[src/rtl/ins_store_loader_if.sv]
// Byte-stream and instruction-store write port bundle for ins_store_loader.
// master: the loader side (consumes bytes, drives the store write port).
// slave:  the host/store side (drives bytes, observes the store write port).
interface ins_store_loader_if #(
  parameter int AW = 6
) ();
  logic [7:0]    in_data;
  logic          in_valid;
  logic          in_ready;
  logic          st_we;
  logic [AW-1:0] st_addr;
  logic [31:0]   st_wdata;

  modport master (
    input  in_data, in_valid,
    output in_ready, st_we, st_addr, st_wdata
  );

  modport slave (
    output in_data, in_valid,
    input  in_ready, st_we, st_addr, st_wdata
  );
endinterface

[src/rtl/ins_store_loader.sv]
// Instruction store loader: assembles little-endian 32-bit words from a
// valid/ready byte stream and writes them to consecutive store addresses,
// holding the core in reset while loading.
// Optional trailing XOR checksum byte: define LOADER_CHECKSUM_EN.
module ins_store_loader #(
  parameter int AW = 6
) (
  input  logic                clk,
  input  logic                rst,
  input  logic                start,
  ins_store_loader_if.master  bus,
  output logic                cpu_rst,
  output logic                busy,
  output logic                done,
  output logic [AW:0]         words_written,
  output logic                err
);

  localparam logic [AW:0] MAX_WORDS = {1'b1, {AW{1'b0}}};

  typedef enum logic [2:0] {IDLE, LEN, DATA, WRITE, CSUM, DONE} state_t;

  state_t        state, state_nx;
  logic [AW-1:0] addr;
  logic [1:0]    idx;
  logic [31:0]   asm_word;
  logic [AW:0]   len_q;
  logic [AW:0]   len_in;
  logic          hs;
  logic          last_word;
  logic          start_ok;

  assign hs        = bus.in_valid & bus.in_ready;
  assign len_in    = bus.in_data[AW:0];
  assign last_word = (words_written + (AW+1)'(1)) == len_q;
  assign start_ok  = start & ((state == IDLE) | (state == DONE));

  // State register
  always_ff @(posedge clk or posedge rst) begin
    if (rst) state <= IDLE;
    else     state <= state_nx;
  end

  // Next-state logic
  always_comb begin
    state_nx = state;
    unique case (state)
      IDLE:  if (start) state_nx = LEN;
      LEN:   if (hs) state_nx = DATA;
      DATA:  if (hs && idx == 2'd3) state_nx = WRITE;
`ifdef LOADER_CHECKSUM_EN
      WRITE: state_nx = last_word ? CSUM : DATA;
`else
      WRITE: state_nx = last_word ? DONE : DATA;
`endif
      CSUM:  if (hs) state_nx = DONE;
      DONE:  if (start) state_nx = LEN;
      default: state_nx = IDLE;
    endcase
  end

  // State-decoded outputs
  always_comb begin
    bus.in_ready = (state == LEN) || (state == DATA) || (state == CSUM);
    bus.st_we    = (state == WRITE);
    bus.st_addr  = addr;
    bus.st_wdata = asm_word;
    busy         = (state != IDLE) && (state != DONE);
    done         = (state == DONE);
    cpu_rst      = busy | rst;
  end

  // Length latch, byte assembly, address and word counters
  always_ff @(posedge clk or posedge rst) begin
    if (rst) begin
      addr          <= '0;
      idx           <= '0;
      asm_word      <= '0;
      len_q         <= '0;
      words_written <= '0;
    end else begin
      if (start_ok) begin
        addr          <= '0;
        idx           <= '0;
        words_written <= '0;
      end
      if (state == LEN && hs)
        len_q <= (len_in == '0 || len_in > MAX_WORDS) ? MAX_WORDS : len_in;
      if (state == DATA && hs) begin
        asm_word[{idx, 3'b000} +: 8] <= bus.in_data;
        idx                          <= idx + 2'd1;
      end
      if (state == WRITE) begin
        addr          <= addr + AW'(1);
        words_written <= words_written + (AW+1)'(1);
        idx           <= '0;
      end
    end
  end

`ifdef LOADER_CHECKSUM_EN
  logic [7:0] csum;

  // Running XOR of data bytes, compared against the trailing byte
  always_ff @(posedge clk or posedge rst) begin
    if (rst) begin
      csum <= '0;
      err  <= 1'b0;
    end else if (start_ok) begin
      csum <= '0;
      err  <= 1'b0;
    end else if (state == DATA && hs) begin
      csum <= csum ^ bus.in_data;
    end else if (state == CSUM && hs) begin
      err <= (bus.in_data != csum);
    end
  end
`else
  assign err = 1'b0;
`endif

endmodule

[src/flat_wrapper.sv]
// flat-port wrapper written by rule: the top's interface ports become plain ports
module ins_store_loader_flat 
#(
  parameter int AW = 6
)
  (clk, rst, start, cpu_rst, busy, done, words_written, err, bus_in_data, bus_in_valid, bus_in_ready, bus_st_we, bus_st_addr, bus_st_wdata);
  ins_store_loader_if #(.AW(AW)) bus_i ();
  input  logic clk;
  input  logic rst;
  input  logic start;
  output logic cpu_rst;
  output logic busy;
  output logic done;
  output logic [AW:0] words_written;
  output logic err;
  input wire logic [$bits(bus_i.in_data)-1:0] bus_in_data;
  input wire logic [$bits(bus_i.in_valid)-1:0] bus_in_valid;
  output wire logic [$bits(bus_i.in_ready)-1:0] bus_in_ready;
  output wire logic [$bits(bus_i.st_we)-1:0] bus_st_we;
  output wire logic [$bits(bus_i.st_addr)-1:0] bus_st_addr;
  output wire logic [$bits(bus_i.st_wdata)-1:0] bus_st_wdata;
  assign bus_i.in_data = bus_in_data;
  assign bus_i.in_valid = bus_in_valid;
  assign bus_in_ready = bus_i.in_ready;
  assign bus_st_we = bus_i.st_we;
  assign bus_st_addr = bus_i.st_addr;
  assign bus_st_wdata = bus_i.st_wdata;
  ins_store_loader #(.AW(AW)) u_core (.clk(clk), .rst(rst), .start(start), .bus(bus_i), .cpu_rst(cpu_rst), .busy(busy), .done(done), .words_written(words_written), .err(err));
endmodule
[config.mk]
export PLATFORM = sky130hd
export DESIGN_NAME = ins_store_loader_flat
export DESIGN_NICKNAME = d
export VERILOG_FILES = /design/src/rtl/ins_store_loader_if.sv /design/src/rtl/ins_store_loader.sv /design/src/flat_wrapper.sv
export SDC_FILE = /design/constraint.sdc
export NUM_CORES = 1
export LEC_CHECK = 0
export CORE_MARGIN = 10
export CORE_UTILIZATION = 50
export DETAILED_ROUTE_END_ITERATION = 10
export PLACE_DENSITY = 0.81
export SYNTH_ARGS = -nofsm -noshare
export SYNTH_HDL_FRONTEND = slang
export SYNTH_SLANG_ARGS = --single-unit
[constraint.sdc]
create_clock -name clk -period 2.35 [get_ports clk]
set_input_delay 0.235 -clock clk [delete_from_list [all_inputs] [get_ports clk]]
set_output_delay 0.235 -clock clk [all_outputs]
set_load 0.005 [all_outputs]
# After elaboration in Yosys (flattened, before gate mapping)
# Cells that the tools add are included.
dict set report totals {
  output_inout_bits 51
  in_bits 12
  register_bits 57
  elab_cells 58
}
dict set report classes {
  reduce_logical 14
  eq_ne 12
  magnitude_cmp 1
  mux 15
  shifts 2
  add_sub_neg 4
  n_bitwise 4
}
# operator count
set op_table {}
lappend op_table {{$bwmux W32} 1}
lappend op_table {{$shift A8 B7 Y32 const A} 1}
lappend op_table {{$shiftx A8 B7 Y32} 1}
lappend op_table {{$mux W7} 3}
lappend op_table {{$mux W3} 5}
lappend op_table {{$pmux W3 S5} 1}
lappend op_table {{$mux W6} 2}
lappend op_table {{$ne A2 B1 Y1 const B} 4}
lappend op_table {{$add A7 B1 Y7 const B} 1}
lappend op_table {{$eq A7 B7 Y1} 1}
lappend op_table {{$gt A7 B7 Y1 const B} 1}
lappend op_table {{$logic_not A7 Y1} 1}
lappend op_table {{$neg A5 Y7} 1}
lappend op_table {{$add A6 B1 Y6 const B} 1}
lappend op_table {{$eq A3 B2 Y1 const B} 2}
lappend op_table {{$eq A3 B3 Y1 const B} 2}
lappend op_table {{$mux W2} 3}
lappend op_table {{$reduce_bool A3 Y1} 2}
lappend op_table {{$logic_and A1 B1 Y1} 4}
lappend op_table {{$reduce_and A4 Y1} 1}
lappend op_table {{$eq A3 B1 Y1 const B} 1}
lappend op_table {{$logic_not A3 Y1} 1}
lappend op_table {{$logic_or A1 B1 Y1} 3}
lappend op_table {{$ne A3 B3 Y1 const B} 1}
lappend op_table {{other kinds (6)} 8}

# Depth between registers and ports, before layout
# Gate-level depths: netlist of run 1.
dict set report logic_depth {
  word_depth 7
  ltp_mapped 7
  depth_no_buf 5
}

# Worst setup path before layout of run 1
# Ideal clock, no wire load.
dict set report synth_path {
  kind {input -> output}
  startpoint {input rst}
  endpoint {output cpu_rst}
  arrival_ps 1641
  stages 2
  n_path_buf 0
  path_slack_ps 474
  required_ps 2115
  cell_sequence {inv_1 > nand3_1}
}
dict set report synth_between {
  elab_chain_cells 1
}
# element line_no
set synth_lines {}
lappend synth_lines {{start: declaration} flat_wrapper.sv:9} ;# input logic rst;
lappend synth_lines {{$or A1 B1 Y1} ins_store_loader.sv:70} ;# cpu_rst = busy | rst;
lappend synth_lines {{end: declaration} flat_wrapper.sv:11} ;# output logic cpu_rst;
# Every way passes these cells.

# Worst setup path in the final report of run 1
dict set report layout_path {
  startpoint {register u_core.state[2]}
  endpoint {output bus_st_we}
}
dict set report layout_between {
  elab_chain_cells 1
}
# element line_no
set layout_lines {}
lappend layout_lines {{start: declaration} ins_store_loader.sv:23} ;# state_t state, state_nx;
lappend layout_lines {{start signal: assignment} ins_store_loader.sv:41} ;# else state <= state_nx;
lappend layout_lines {{$eq A3 B2 Y1} ins_store_loader.sv:65} ;# bus.st_we = (state == WRITE);
lappend layout_lines {{end: declaration} flat_wrapper.sv:19} ;# output wire logic [$bits(bus_i.st_we)-1:0] bus_st_we;
# Every way passes these cells.

==> flow_summary.json, run 1 <==
{
  "max_stage_delay_ns": 0.55,
  "core_um2": 5470,
  "clk_path_buf_depth": 2,
  "grt_overflow": 0,
  "worst_pin_slew_ns": 0.706,
  "syn2layout_area_growth_pct": 31.6,
  "ant_nets": 0,
  "clk_latency_ns": 0.32,
  "cts_tree": "built",
  "r2r_start": "u_core.words_written[0]$_DFFE_PP0P_",
  "vias": 2378,
  "hold_buffers": 0,
  "grt_max_degree": 57,
  "async_flop_share_pct": 100,
  "wl_um": 6740,
  "synth_flop_cell": "dfrtp_1",
  "relSlewSlack_pct": 52.9,
  "synth_area_leaders": "dfrtp_1 (51%), nand2_1 (13%), o21ai_1 (9.5%)",
  "drive_gt1_share_pct": 7.61,
  "rsz0062_at_grt": "false",
  "outcome": "completed",
  "vias_per_cell": 5.25,
  "ys_ff_latch": 57,
  "cts_made_buffers": 9,
  "htree_levels": 3,
  "end_kind": "output pin",
  "worstPathCellList": "nand3b_1 -> inv_2 -> clkdlybuf4s50_1",
  "synthTopCellsByCount": "nand2_1 (94), dfrtp_1 (57), o21ai_1 (53)",
  "cellLeakagePower_nw": 1.56,
  "synth_top_cell_by_area": "dfrtp_1",
  "ios": 63,
  "ys_seq_area_share_pct": 51.0,
  "arrival_ns": 1.88,
  "reg2reg_depth": 5,
  "dieArea_um2": 8980,
  "nets": 396,
  "dr.pass1.iters": 4,
  "reg2reg_to": "u_core.state[1]$_DFFE_PP0P_",
  "path_max_fanout": 15,
  "maxCapViolations": 0,
  "dp_hpwl_um": 4790,
  "cp_top_family": "buffers and inverters",
  "grt_util_all_layers_pct": 15.7,
  "p_per_area_nw_per_um2": 1210,
  "max_freq_mhz": 472,
  "die_x_um": 94.8,
  "synth_top_area_share_pct": 51.0,
  "antenna_found_initial": 0,
  "grt_first_pass_wirelength_um": 11200,
  "setup_viol": 0,
  "yosysMostFrequentCell": "nand2_1",
  "drv_slew": 0,
  "clk_pin_slew_ns": 0.06,
  "diodes": 0,
  "vdd_drop_max_mv": 0.617,
  "period_needed_ns": 2.12,
  "grt_pass1_vias": 2396,
  "drt_iter0_markers": 108,
  "drc": 0,
  "start_util_pct": 51.1,
  "r2r_setup_slack_ns": 0.42,
  "p_total_mw": 4.47,
  "fin_setup_tns_ns": 0,
  "crit_type": "register to output pin",
  "gp_congestion": 0.849,
  "slowest_stage": "dfrtp_1",
  "crit_required_ns": 2.12,
  "final_cells": 453,
  "place_inst": 438,
  "finalCritPeriodShare_pct": 90.2,
  "post_cts_buffers": 0,
  "fin_skew_ns": 0.00759,
  "synth-edff-count": 0,
  "hold_viol": 0,
  "port_buffers": 61,
  "rows": 27,
  "syn_area_um2": 2800,
  "syn_inst": 313,
  "synth_cell_types": 39,
  "cts_sinks": 57,
  "ys_warn_count": 0,
  "routedWlPerCell_um": 14.9,
  "crit_buf_inv": 2,
  "worst_setup_path_start_kind": "register",
  "synth_area_per_cell_um2": 8.93,
  "hold_path_class": "primary input to asynchronous set/reset pin",
  "die_h_um": 94.8,
  "syn-num-nets": 332,
  "cts_root_buf": "clkbuf_8",
  "ctsResizeCount": 0
}
## stage by stage
stage	cell area (um2)	worst slack [ns]	utilization [%]	hold WS [ns]
floorplan	2800	0.474	-	0.362
global placement	3480	0.370	63.6	0.429
detailed placement	3480	0.375	63.6	0.432
CTS	3680	0.240	67.2	0.0900
global route	3680	0.130	67.2	0.0956
finish	3680	0.230	67.2	0.102
## where the power goes
| group | switching (mW) | internal (mW) |
|---|---|---|
| logic | 0.882 | 1.01 |
| clock network | 0.359 | 0.538 |
| registers | 0.336 | 1.34 |
| total | 1.58 | 2.89 |
## routing by layer
layer  global-route usage (%)  part of all wire (%)  vias up
li1                         -                     -     1181
met1                     18.5                    43     1121
met2                     24.7                    46       65
met3                     5.87                   8.6       11
met4                     7.36                   1.8        0
met5                        0                     0        -
## final cells by class
class | count | area (um2)
clock inverter | 3 | 40.0
timing repair buffer | 69 | 671
fill | 472 | 1800
multi-input combinational | 234 | 1270
clock buffer | 12 | 155
tap | 72 | 90.1
sequential | 57 | 1430
inverter | 6 | 22.5
## logic make-up after synthesis
logic type | after synthesis | share of synthesized area (%)
xor+xnor | 17 | 5.33
mux | 3 | 1.16
simple gates | 130 | 20.0
other cells | 1 | 0.134
compound gates | 76 | 15.8
buf+inv | 22 | 3.45
fa+ha+maj | 7 | 3.13
flops | 57 | 51.0
## registers in the layout (all words and copies together) (netlist names)
register              cells
u_core.bus.st_addr        6
u_core.words_written      7
u_core.len_q              7
u_core.bus.st_wdata      32
u_core.state              3
u_core.idx                2
## how the worst max path moves through the flow
| stage | end | slack, ns | from | cells after the start |
|---|---|---|---|---|
| global placement | u_core.bus.st_wdata[12]$_DFFE_PP0P_ | 0.37 | bus_in_valid | 6 |
| CTS | bus_st_we | 0.24 | u_core.state[2]$_DFFE_PP0P_ | 3 |
| global route | bus_st_we | 0.13 | u_core.state[2]$_DFFE_PP0P_ | 3 |
| detailed placement | u_core.bus.st_wdata[24]$_DFFE_PP0P_ | 0.37 | bus_in_valid | 6 |
| finish | bus_st_we | 0.23 | u_core.state[2]$_DFFE_PP0P_ | 3 |
| floorplan | cpu_rst | 0.47 | rst | 2 |
## cells in the final DEF (no fill, tap or decap), types with 2 or more instances in the layout
master	synthesis	layout
o21ai_0	2	2
buf_4	2	8
and3_1	3	3
xnor2_1	9	9
inv_1	4	3
nor3b_1	3	3
clkbuf_8	0	11
dfrtp_1	57	57
a22o_1	2	2
a31oi_1	4	4
nor2_1	7	7
clkinv_2	0	2
o41ai_1	2	2
nor2b_1	2	2
mux2_2	2	2
nand2_1	94	94
inv_2	2	3
nand2b_1	6	6
xor2_1	8	8
a21oi_1	5	5
ha_1	7	7
clkdlybuf4s50_1	0	61
o21ai_1	53	53
nand3_1	9	9
Power figures use the tool's default switching activity.
==> inputs of run 2 (changes only) <==
--- a/config.mk
+++ b/config.mk
@@ -9,6 +9,7 @@
 export CORE_UTILIZATION = 50
 export DETAILED_ROUTE_END_ITERATION = 10
 export PLACE_DENSITY = 0.81
+export SETUP_SLACK_MARGIN = 0.5
 export SYNTH_ARGS = -nofsm -noshare
 export SYNTH_HDL_FRONTEND = slang
 export SYNTH_SLANG_ARGS = --single-unit
==> flow_summary.json, run 2 (synthesis results as in run 1) <==
{
  "relSlewSlack_pct": 52.5,
  "final_cells": 470,
  "setup_viol": 0,
  "start_util_pct": 51.1,
  "grt_util_all_layers_pct": 16.8,
  "worst_slack_ns": 0.582,
  "rsz0062_at_grt": "true",
  "swShare_pct": 36.5,
  "die_h_um": 94.8,
  "final_common_cell": "nand2_1",
  "cts_tree": "built",
  "port_buffers": 61,
  "power.share.clock_pct": 19.4,
  "dr.pass1.iters": 4,
  "fin_setup_tns_ns": 0,
  "crit_required_ns": 2.55,
  "worst_pin_slew_ns": 0.713,
  "pwr-share-comb_pct": 45.4,
  "cts_root_buf": "clkbuf_8",
  "diodes": 0,
  "r2r_setup_slack_ns": 0.58,
  "nets": 412,
  "finalCritPeriodShare_pct": 75.2,
  "ant_nets": 0,
  "reg2reg_to": "u_core.bus.st_wdata[20]$_DFFE_PP0P_",
  "path_max_fanout": 16,
  "clk_pin_slew_ns": 0.07,
  "vias": 2469,
  "outcome": "completed",
  "p_switching_mw": 1.72,
  "grt_overflow": 0,
  "drv_slew": 0,
  "drive_gt1_share_pct": 14.3,
  "preCtsSetupSlack_ns": 0.351,
  "maxCapViolations": 0,
  "core_um2": 5470,
  "postLayoutCellArea_um2": 3880,
  "cellLeakagePower_nw": 1.68,
  "end_kind": "register",
  "drt_iter0_markers": 105,
  "clk_latency_ns": 0.33,
  "cts_made_buffers": 9,
  "clk_path_buf_depth": 2,
  "p_per_area_nw_per_um2": 1220,
  "drc": 0,
  "cts_sinks": 57,
  "hold_viol": 0,
  "arrival_ns": 1.97,
  "vdd_drop_max_mv": 0.795,
  "power_frac_seq_pct": 35.2,
  "largest_reg_flops": 32,
  "rows": 27,
  "grt_max_degree": 58,
  "ios": 63,
  "die_x_um": 94.8,
  "dp_hpwl_um": 4910,
  "routedWlPerCell_um": 15.9,
  "wl_um": 7490,
  "reg2reg_depth": 6,
  "final_cell_mix": "nand2_1 (93), clkdlybuf4s50_1 (56), o21ai_1 (53)",
  "grt_pass1_vias": 2395,
  "postPlaceCellArea_um2": 3490,
  "dieArea_um2": 8980,
  "vias_per_cell": 5.25,
  "antenna_found_initial": 0,
  "grt_first_pass_wirelength_um": 11900,
  "worst_setup_path_start_kind": "register",
  "r2r_start": "u_core.state[0]$_DFFE_PP0P_",
  "fin_skew_ns": 0.00563,
  "gp_congestion": 0.815,
  "max_freq_mhz": 566,
  "htree_levels": 3,
  "hold_path_class": "primary input to asynchronous set/reset pin",
  "p_int_mw": 3.00,
  "crit_type": "register to register",
  "place_inst": 438,
  "syn2layout_area_growth_pct": 38.7,
  "period_needed_ns": 1.77
}
## run 2: cell type report
type	count	area (um2)
clock inverter	6	57.6
multi-input combinational	234	1320
fill	439	1600
inverter	6	26.3
tap	72	90.1
sequential	57	1430
timing repair buffer	85	816
clock buffer	10	138
## run 2: power by group through the flow
stage / clock, mW / sequential [mW] / combinational (mW)
4_1_cts: 0.922 / 1.67 / 2.02
3_5_place_dp: 0 / 1.68 / 1.93
6_report: 0.917 / 1.66 / 2.15
5_1_grt: 0.967 / 1.71 / 2.39
3_3_place_gp: 0 / 1.67 / 1.87
2_1_floorplan: 0 / 1.62 / 1.03
## run 2: repair_timing
item                       in CTS  in global routing
hold buffers                    0                  0
setup endpoints to repair      12                 45
buffers inserted                8                  8
gates resized for setup         8                 11
## run 2: routing by layer
metal | up-vias | track usage [%] | share of wire (%)
met4 | 0 | 4.49 | 0.97
met3 | 8 | 8.25 | 10
li1 | 1214 | - | -
met2 | 76 | 27.7 | 48
met1 | 1171 | 19.2 | 40
met5 | - | 0 | 0
## run 2: how the worst max path moves through the flow
stage / slack (ns) / end / startpoint / depth (start not counted)
after floorplan: 0.64 / u_core.state[1]$_DFFE_PP0P_ / u_core.words_written[1]$_DFFE_PP0P_ / 5
after global placement: 0.41 / u_core.bus.st_wdata[17]$_DFFE_PP0P_ / bus_in_valid / 6
after detailed placement: 0.35 / u_core.bus.st_wdata[20]$_DFFE_PP0P_ / bus_in_valid / 6
after CTS: 0.49 / bus_st_we / u_core.state[2]$_DFFE_PP0P_ / 3
after global routing: 0.42 / u_core.bus.st_wdata[26]$_DFFE_PP0P_ / u_core.state[0]$_DFFE_PP0P_ / 6
final: 0.58 / u_core.bus.st_wdata[20]$_DFFE_PP0P_ / u_core.state[0]$_DFFE_PP0P_ / 6
## run 2: metrics by stage
step	hold slack (ns)	util, %	total power [mW]
3_5_place_dp	0.476	63.7	3.62
6_report	0.490	70.9	4.72
4_1_cts	0.492	68.7	4.61
3_3_place_gp	0.466	63.7	3.54
5_1_grt	0.508	70.9	5.07
2_1_floorplan	0.326	-	2.65
## run 2: worst max-delay path, stage by stage (launching register included)
cell	delay (ns)
dfrtp_2	0.44
buf_4	0.15
nor4bb_1	0.30
buf_4	0.22
nand2_1	0.29
nand2_1	0.17
o21ai_1	0.07
